File: src/rtl/uart_rx_engine_if.sv
// Host-side register interface of the UART receive engine.
// RXRDY is the valid flag for RDATA/PERR/FERR/OVF.
// READ is a one-cycle acknowledge that is honoured only while RXRDY is high.
// A completion in the same cycle as READ takes precedence over the acknowledge.
interface uart_rx_engine_if;
    logic       READ;
    logic [7:0] RDATA;
    logic       RXRDY;
    logic       PERR;
    logic       FERR;
    logic       OVF;

    modport slave (
        input  READ,
        output RDATA,
        output RXRDY,
        output PERR,
        output FERR,
        output OVF
    );

    modport master (
        output READ,
        input  RDATA,
        input  RXRDY,
        input  PERR,
        input  FERR,
        input  OVF
    );
endinterface

File: src/rtl/uart_rx_engine.sv
// UART receive engine: 2-flop RX synchronizer, mid-bit sampling, 8-bit LSB-first framing.
// Define RX_PARITY_EN to add a parity bit between data bit 7 and the stop bit.
module uart_rx_engine #(
    parameter int BAUD_DIV   = 10416,
    parameter int ODD_PARITY = 0
) (
    input  logic              clk,
    input  logic              reset,
    input  logic              RX,
    uart_rx_engine_if.slave   host,
    output logic [2:0]        state_dbg
);
    localparam int BT_W = $clog2(BAUD_DIV);
    localparam logic [BT_W-1:0] BT_HALF = BT_W'(BAUD_DIV / 2 - 1);
    localparam logic [BT_W-1:0] BT_LAST = BT_W'(BAUD_DIV - 1);

    typedef enum logic [2:0] {
        IDLE   = 3'd0,
        START  = 3'd1,
        DATA   = 3'd2,
        STOP   = 3'd3,
        BRK    = 3'd4
`ifdef RX_PARITY_EN
        , PARITY = 3'd5
`endif
    } state_t;

    state_t          state, state_n;
    logic            rx_meta, rxs;
    logic [BT_W-1:0] bt, bt_n;
    logic [2:0]      bit_idx, bit_idx_n;
    logic [7:0]      shreg, shreg_n;
    logic            complete;
`ifdef RX_PARITY_EN
    logic            perr_q, perr_n;
`endif

    assign state_dbg = state;

    always_comb begin
        state_n   = state;
        bt_n      = bt + BT_W'(1);
        bit_idx_n = bit_idx;
        shreg_n   = shreg;
        complete  = 1'b0;
`ifdef RX_PARITY_EN
        perr_n    = perr_q;
`endif
        case (state)
            IDLE: begin
                bt_n = '0;
                if (!rxs) state_n = START;
            end
            START: begin
                if (bt == BT_HALF) begin
                    bt_n = '0;
                    if (rxs) begin
                        state_n = IDLE;
                    end else begin
                        state_n   = DATA;
                        bit_idx_n = 3'd0;
                    end
                end
            end
            DATA: begin
                if (bt == BT_LAST) begin
                    bt_n      = '0;
                    shreg_n   = {rxs, shreg[7:1]};
                    bit_idx_n = bit_idx + 3'd1;
                    if (bit_idx == 3'd7) begin
`ifdef RX_PARITY_EN
                        state_n = PARITY;
`else
                        state_n = STOP;
`endif
                    end
                end
            end
`ifdef RX_PARITY_EN
            PARITY: begin
                if (bt == BT_LAST) begin
                    bt_n    = '0;
                    perr_n  = ((^shreg) ^ rxs) != ODD_PARITY[0];
                    state_n = STOP;
                end
            end
`endif
            STOP: begin
                if (bt == BT_LAST) begin
                    bt_n     = '0;
                    complete = 1'b1;
                    state_n  = rxs ? IDLE : BRK;
                end
            end
            BRK: begin
                // A held-low line must not be decoded as a stream of 8'h00 frames.
                bt_n = '0;
                if (rxs) state_n = IDLE;
            end
            default: begin
                bt_n    = '0;
                state_n = IDLE;
            end
        endcase
    end

    always_ff @(posedge clk) begin
        if (reset) begin
            rx_meta    <= 1'b1;
            rxs        <= 1'b1;
            state      <= IDLE;
            bt         <= '0;
            bit_idx    <= 3'd0;
            shreg      <= 8'h00;
`ifdef RX_PARITY_EN
            perr_q     <= 1'b0;
`endif
            host.RDATA <= 8'h00;
            host.RXRDY <= 1'b0;
            host.PERR  <= 1'b0;
            host.FERR  <= 1'b0;
            host.OVF   <= 1'b0;
        end else begin
            rx_meta <= RX;
            rxs     <= rx_meta;
            state   <= state_n;
            bt      <= bt_n;
            bit_idx <= bit_idx_n;
            shreg   <= shreg_n;
`ifdef RX_PARITY_EN
            perr_q  <= perr_n;
`endif
            if (complete) begin
                // Completion wins over a coincident READ; errored frames are still delivered.
                host.RDATA <= shreg;
                host.RXRDY <= 1'b1;
`ifdef RX_PARITY_EN
                host.PERR  <= perr_q;
`else
                host.PERR  <= 1'b0;
`endif
                host.FERR  <= ~rxs;
                host.OVF   <= host.RXRDY & ~host.READ;
            end else if (host.READ && host.RXRDY) begin
                host.RXRDY <= 1'b0;
                host.PERR  <= 1'b0;
                host.FERR  <= 1'b0;
                host.OVF   <= 1'b0;
            end
        end
    end
endmodule

File: src/flat_wrapper.sv
// flat-port wrapper written by rule: the top's interface ports become plain ports
module uart_rx_engine_flat 
#(
    parameter int BAUD_DIV   = 10416,
    parameter int ODD_PARITY = 0
)
  (clk, reset, RX, state_dbg, host_READ, host_RDATA, host_RXRDY, host_PERR, host_FERR, host_OVF);
  uart_rx_engine_if host_i ();
  input  logic clk;
  input  logic reset;
  input  logic RX;
  output logic [2:0] state_dbg;
  input wire logic [$bits(host_i.READ)-1:0] host_READ;
  output wire logic [$bits(host_i.RDATA)-1:0] host_RDATA;
  output wire logic [$bits(host_i.RXRDY)-1:0] host_RXRDY;
  output wire logic [$bits(host_i.PERR)-1:0] host_PERR;
  output wire logic [$bits(host_i.FERR)-1:0] host_FERR;
  output wire logic [$bits(host_i.OVF)-1:0] host_OVF;
  assign host_i.READ = host_READ;
  assign host_RDATA = host_i.RDATA;
  assign host_RXRDY = host_i.RXRDY;
  assign host_PERR = host_i.PERR;
  assign host_FERR = host_i.FERR;
  assign host_OVF = host_i.OVF;
  uart_rx_engine #(.BAUD_DIV(BAUD_DIV), .ODD_PARITY(ODD_PARITY)) u_core (.clk(clk), .reset(reset), .RX(RX), .host(host_i), .state_dbg(state_dbg));
endmodule
File: config.mk
export PLATFORM = sky130hd
export DESIGN_NAME = uart_rx_engine_flat
export DESIGN_NICKNAME = d
export VERILOG_FILES = /design/src/rtl/uart_rx_engine_if.sv /design/src/rtl/uart_rx_engine.sv /design/src/flat_wrapper.sv
export SDC_FILE = /design/constraint.sdc
export NUM_CORES = 1
export LEC_CHECK = 0
export CORE_MARGIN = 2
export CORE_UTILIZATION = 59
export DETAILED_ROUTE_END_ITERATION = 7
export HOLD_SLACK_MARGIN = 0.12
export PLACE_DENSITY_LB_ADDON = 0.12
export SLEW_MARGIN = 25
export SYNTH_ARGS = -nofsm -noshare
export SYNTH_HDL_FRONTEND = slang
export SYNTH_SLANG_ARGS = --single-unit
export TNS_END_PERCENT = 10
File: constraint.sdc
create_clock -name clk -period 5.15 [get_ports clk]
set_input_delay 0.515 -clock clk [delete_from_list [all_inputs] [get_ports clk]]
set_output_delay 0.515 -clock clk [all_outputs]
set_load 0.1 [all_outputs]
==> implementation parameters <==
Parameter                              Value

Outcome
  Run status ... complete, but fails checks
  Failing checks ... DRC

Global routing
  Global-route wire length before repair ... about 5.6 mm
  Via count of the first global-routing pass ... 1327
  Maximum number of pins on one net before global-route repair ... 28
  Initial antenna violation count ... 0
  Global-route usage over all layers ... 0.211
  Met2 usage in global routing ... 0.357
  Busiest layer in global routing ... met2
  Met3 track utilization from global routing ... 0.0418
  Leftover overflow at the end of global routing ... 0
  Global routing met1 resource utilization ... 0.246

CTS
  Number of clock sinks ... 41
  H-tree depth reported by CTS ... 2
  Clock buffers created by TritonCTS ... 5
  Clock latency at the later pin of the worst-skew pair ... about 0.35 ns
  CTS tree ... done
  Longest Clk Path Bufs ... 2
  Root Buffer Master ... sky130_fd_sc_hd__clkbuf_4
  Post_cts resized ... 0
  CTS clock-pin slew for the worst setup and hold paths ... 0.11 ns
  Postcts setup bufs ... 0
  Post-CTS Hold Buffers ... 0

Cells and area
  Number of nets in the final layout ... ~210
  Layout-stage area growth over the synthesis result ... 13.9%
  Core occupancy in the finished layout ... 0.721
  Number of antenna diodes ... 0
  Fraction of final layout cells sized beyond drive strength 1 ... 0.0870
  Number of fill cells ... about 220
  Final cell area excluding filler cells ... between 2000 and 2500 sq um
  Final non-filler cell total ... between 200 and 250

Placed design
  Setup slack after placement ... approximately 2.3 ns
  Total half-perimeter wirelength after legalization and detailed placement ... around 2.2 mm
  Count of buffers from port buffering ... 17
  GP Congestion ... just over 0.8
  Placed cells ... roughly 230
  Instance area at placement ... 1950 sq um

Drt
  DR pass1 iterations ... 6
  Drt via density ... between 5 and 6
  Wirelength per Cell ... ~13 microns
  Drc violations ... 1
  Violation count after the first detailed-route iteration ... between 40 and 50
  Number of vias after detailed routing ... 1360
  DRT Wirelength ... between 3 and 4 mm
  Post-DRT Antenna Nets ... 0

Floorplan
  Starting density of the core ... 0.633
  Core Area ... ~2800 sq um
  Chip Height ... around 59 microns
  Boundary Pins ... 19
  Die Outline Area ... around 3500 sq um
  Width of the die ... 58.9 microns
  Cell Rows ... 19

Power and ir drop
  Static Leak ... roughly 0.78 nW
  Psw ... 116 uW
  Cell Int Power ... 424 uW
  Combinational Power Share ... 0.041
  Fraction of power consumed by the clock network ... 0.365
  Power density over cell area ... roughly 270 nW/um^2
  Highest ir drop seen on vdd ... 0.177 mV
  Share of power burned in registers ... 0.594
  Switching part of the total ... 0.215

STA
  Unrepaired setup endpoints after global routing ... false
  Slew at the pin closest to its max-slew limit ... a little under 1 ns
  Final critical path time including I/O delays and setup ... ~2.9 ns
  Max-slew violations ... 0
  Finish-stage setup viols ... 0
  Setup Total Neg Slack ... 0 ns
  Share of the clock period used by the worst path ... 0.560
  Hold Vio Cnt, Final ... 0
  Slew margin rel. ... 0.352
  Smallest setup slack after layout ... 2.27 ns
  F_max ... between 300 and 400 MHz
  Layout Skew ... about 0.0067 ns

Worst setup path
  Slowest CP cell ... sky130_fd_sc_hd__and4b_1
  CP cell instances ... or4b_4 > nor4_4 > and4b_1 > mux2_2 > and3_1
  Depth of the worst register-to-register path ... 5
  Kind of launch point of the worst setup path ... register
  Required time of the critical path ... 5.40 ns
  Delay of the slowest cell on the worst path ... roughly 0.70 ns
  Arr. time, crit path ... about 3.1 ns
  Type of destination of the critical path ... register
  Setup Crit Path Kind ... reg2reg
  CP max FO ... 11

Yosys
  Dominant cells by area after synthesis ... sky130_fd_sc_hd__dfxtp_1, sky130_fd_sc_hd__mux2i_1, sky130_fd_sc_hd__nor2_1
  Synthesized cell area ... ~1800 sq um
  Net count of the mapped netlist ... around 200
  Post-synthesis cell count ... 190
  Area share of the largest cell type after synthesis ... 0.462
  Number of synthesized register bits ... 41
  Number of different library cells in the post-synthesis netlist ... between 40 and 50
  Sequential element share of the synthesized area ... 0.462
  Count of synthesis-stage warnings from yosys ... 0
  Average cell area after synthesis ... between 9 and 10 sq um
  Largest area contributor in the netlist ... sky130_fd_sc_hd__dfxtp_1

Worst hold path
  Number of cells on the worst hold path ... 1
  Type of the worst min-delay path ... reg2reg

Job
  MaxCap Viol Count ... 0
state kept, by name (all words and copies together) (netlist names):
register,cells
u_core.host.RDATA,8
u_core.rx_meta,1
u_core.bt,14
u_core.rxs,1
u_core.state_dbg,3
u_core.shreg,8
u_core.host.FERR,1
u_core.host.OVF,1
u_core.bit_idx,3
u_core.host.RXRDY,1
worst max-delay path: cells and delay by family (launching register included):
kind             cells  cell delay [ns]
and+or+nand+nor      4             1.99
DFF                  1             0.40
muxes                1             0.40
cell families after synthesis:
group | after synthesis | synth area share
flip-flops | 41 | 0.462
AO/OA/AOI/OAI | 21 | 0.0817
buffers and inverters | 12 | 0.0324
XOR/XNOR | 13 | 0.0641
multiplexers | 16 | 0.0909
other | 1 | 0.00211
AND/OR/NAND/NOR | 83 | 0.245
adder cells (fa/ha/maj) | 3 | 0.0211
worst paths after layout:
check	from	to	slack (ns)
setup / recovery	u_core.bt[6]$_SDFF_PP0_	u_core.host.OVF$_SDFFE_PP0P_	2.27
hold / removal	u_core.rx_meta$_SDFF_PP1_	u_core.rxs$_SDFF_PP1_	0.42
setup reg to reg	u_core.bt[6]$_SDFF_PP0_	u_core.host.OVF$_SDFFE_PP0P_	2.27
hold reg to reg	u_core.rx_meta$_SDFF_PP1_	u_core.rxs$_SDFF_PP1_	0.42
area by class of cell:
class / count / area (sq um) / area share
clock inverter: 2 / 35.0 / 0.0173
sequential: 41 / 821 / 0.406
multi-input combinational: 137 / 901 / 0.446
tap: 31 / 38.8 / 0.0192
clock buffer: 5 / 37.5 / 0.0186
timing repair buffer: 17 / 170 / 0.0842
inverter: 5 / 18.8 / 0.00928
through the flow:
stage | hold slack, ns | power [mW]
6_report | 0.425 | 0.540
5_1_grt | 0.448 | 0.560
4_1_cts | 0.431 | 0.545
3_5_place_dp | 0.404 | 0.349
3_3_place_gp | 0.393 | 0.349
2_1_floorplan | 0.389 | 0.345
routing by layer:
metal,share of wire,vias up
li1,-,684
met1,0.45,634
met2,0.49,34
met3,0.044,8
met4,0.020,0
met5,0,-
cell usage in the layout (no fill, tap or decap), drive strengths merged, types with 2 or more instances in the layout:
cell type,instances
o21ai,6
xnor2,3
clkdlybuf4s50,17
dfxtp,41
clkbuf,5
nor2,36
xor2,10
nand3b,2
or2,5
ha,3
nand2b,2
inv,5
nand2,13
and3,5
nand4,3
a21oi,6
nand3,6
a2bb2oi,3
mux2i,15
Yosys cell counts, drive strengths merged:
cell type and count:
nand4b 1, and2 1, nor2 36, a21oi 6, nor2b 1, o31a 1, conb 1, nand2 13
nand2b 2, or2 5, mux2i 15, mux2 1, a2bb2oi 3, and3 5, inv 5, nor3b 1
xor2 10, dfxtp 41, and4b 1, buf 3, or3b 1, xnor2 3, nand3b 2, or4 1
and4 1, clkbuf 4, nand4bb 1, nor4 1, a211o 1, ha 3, o22a 1, or4b 1
o21a 1, nand3 6, o41ai 1, o21ai 6, a41o 1, nand4 3
power groups by stage:
stage | Combinational (mW) | Sequential [mW] | Clock, mW
after detailed placement | 0.0218 | 0.328 | 0
after floorplan | 0.0139 | 0.331 | 0
after global placement | 0.0213 | 0.328 | 0
after global routing | 0.0245 | 0.321 | 0.215
final | 0.0220 | 0.320 | 0.197
after CTS | 0.0218 | 0.321 | 0.202
(Power assumes the default switching activity.)
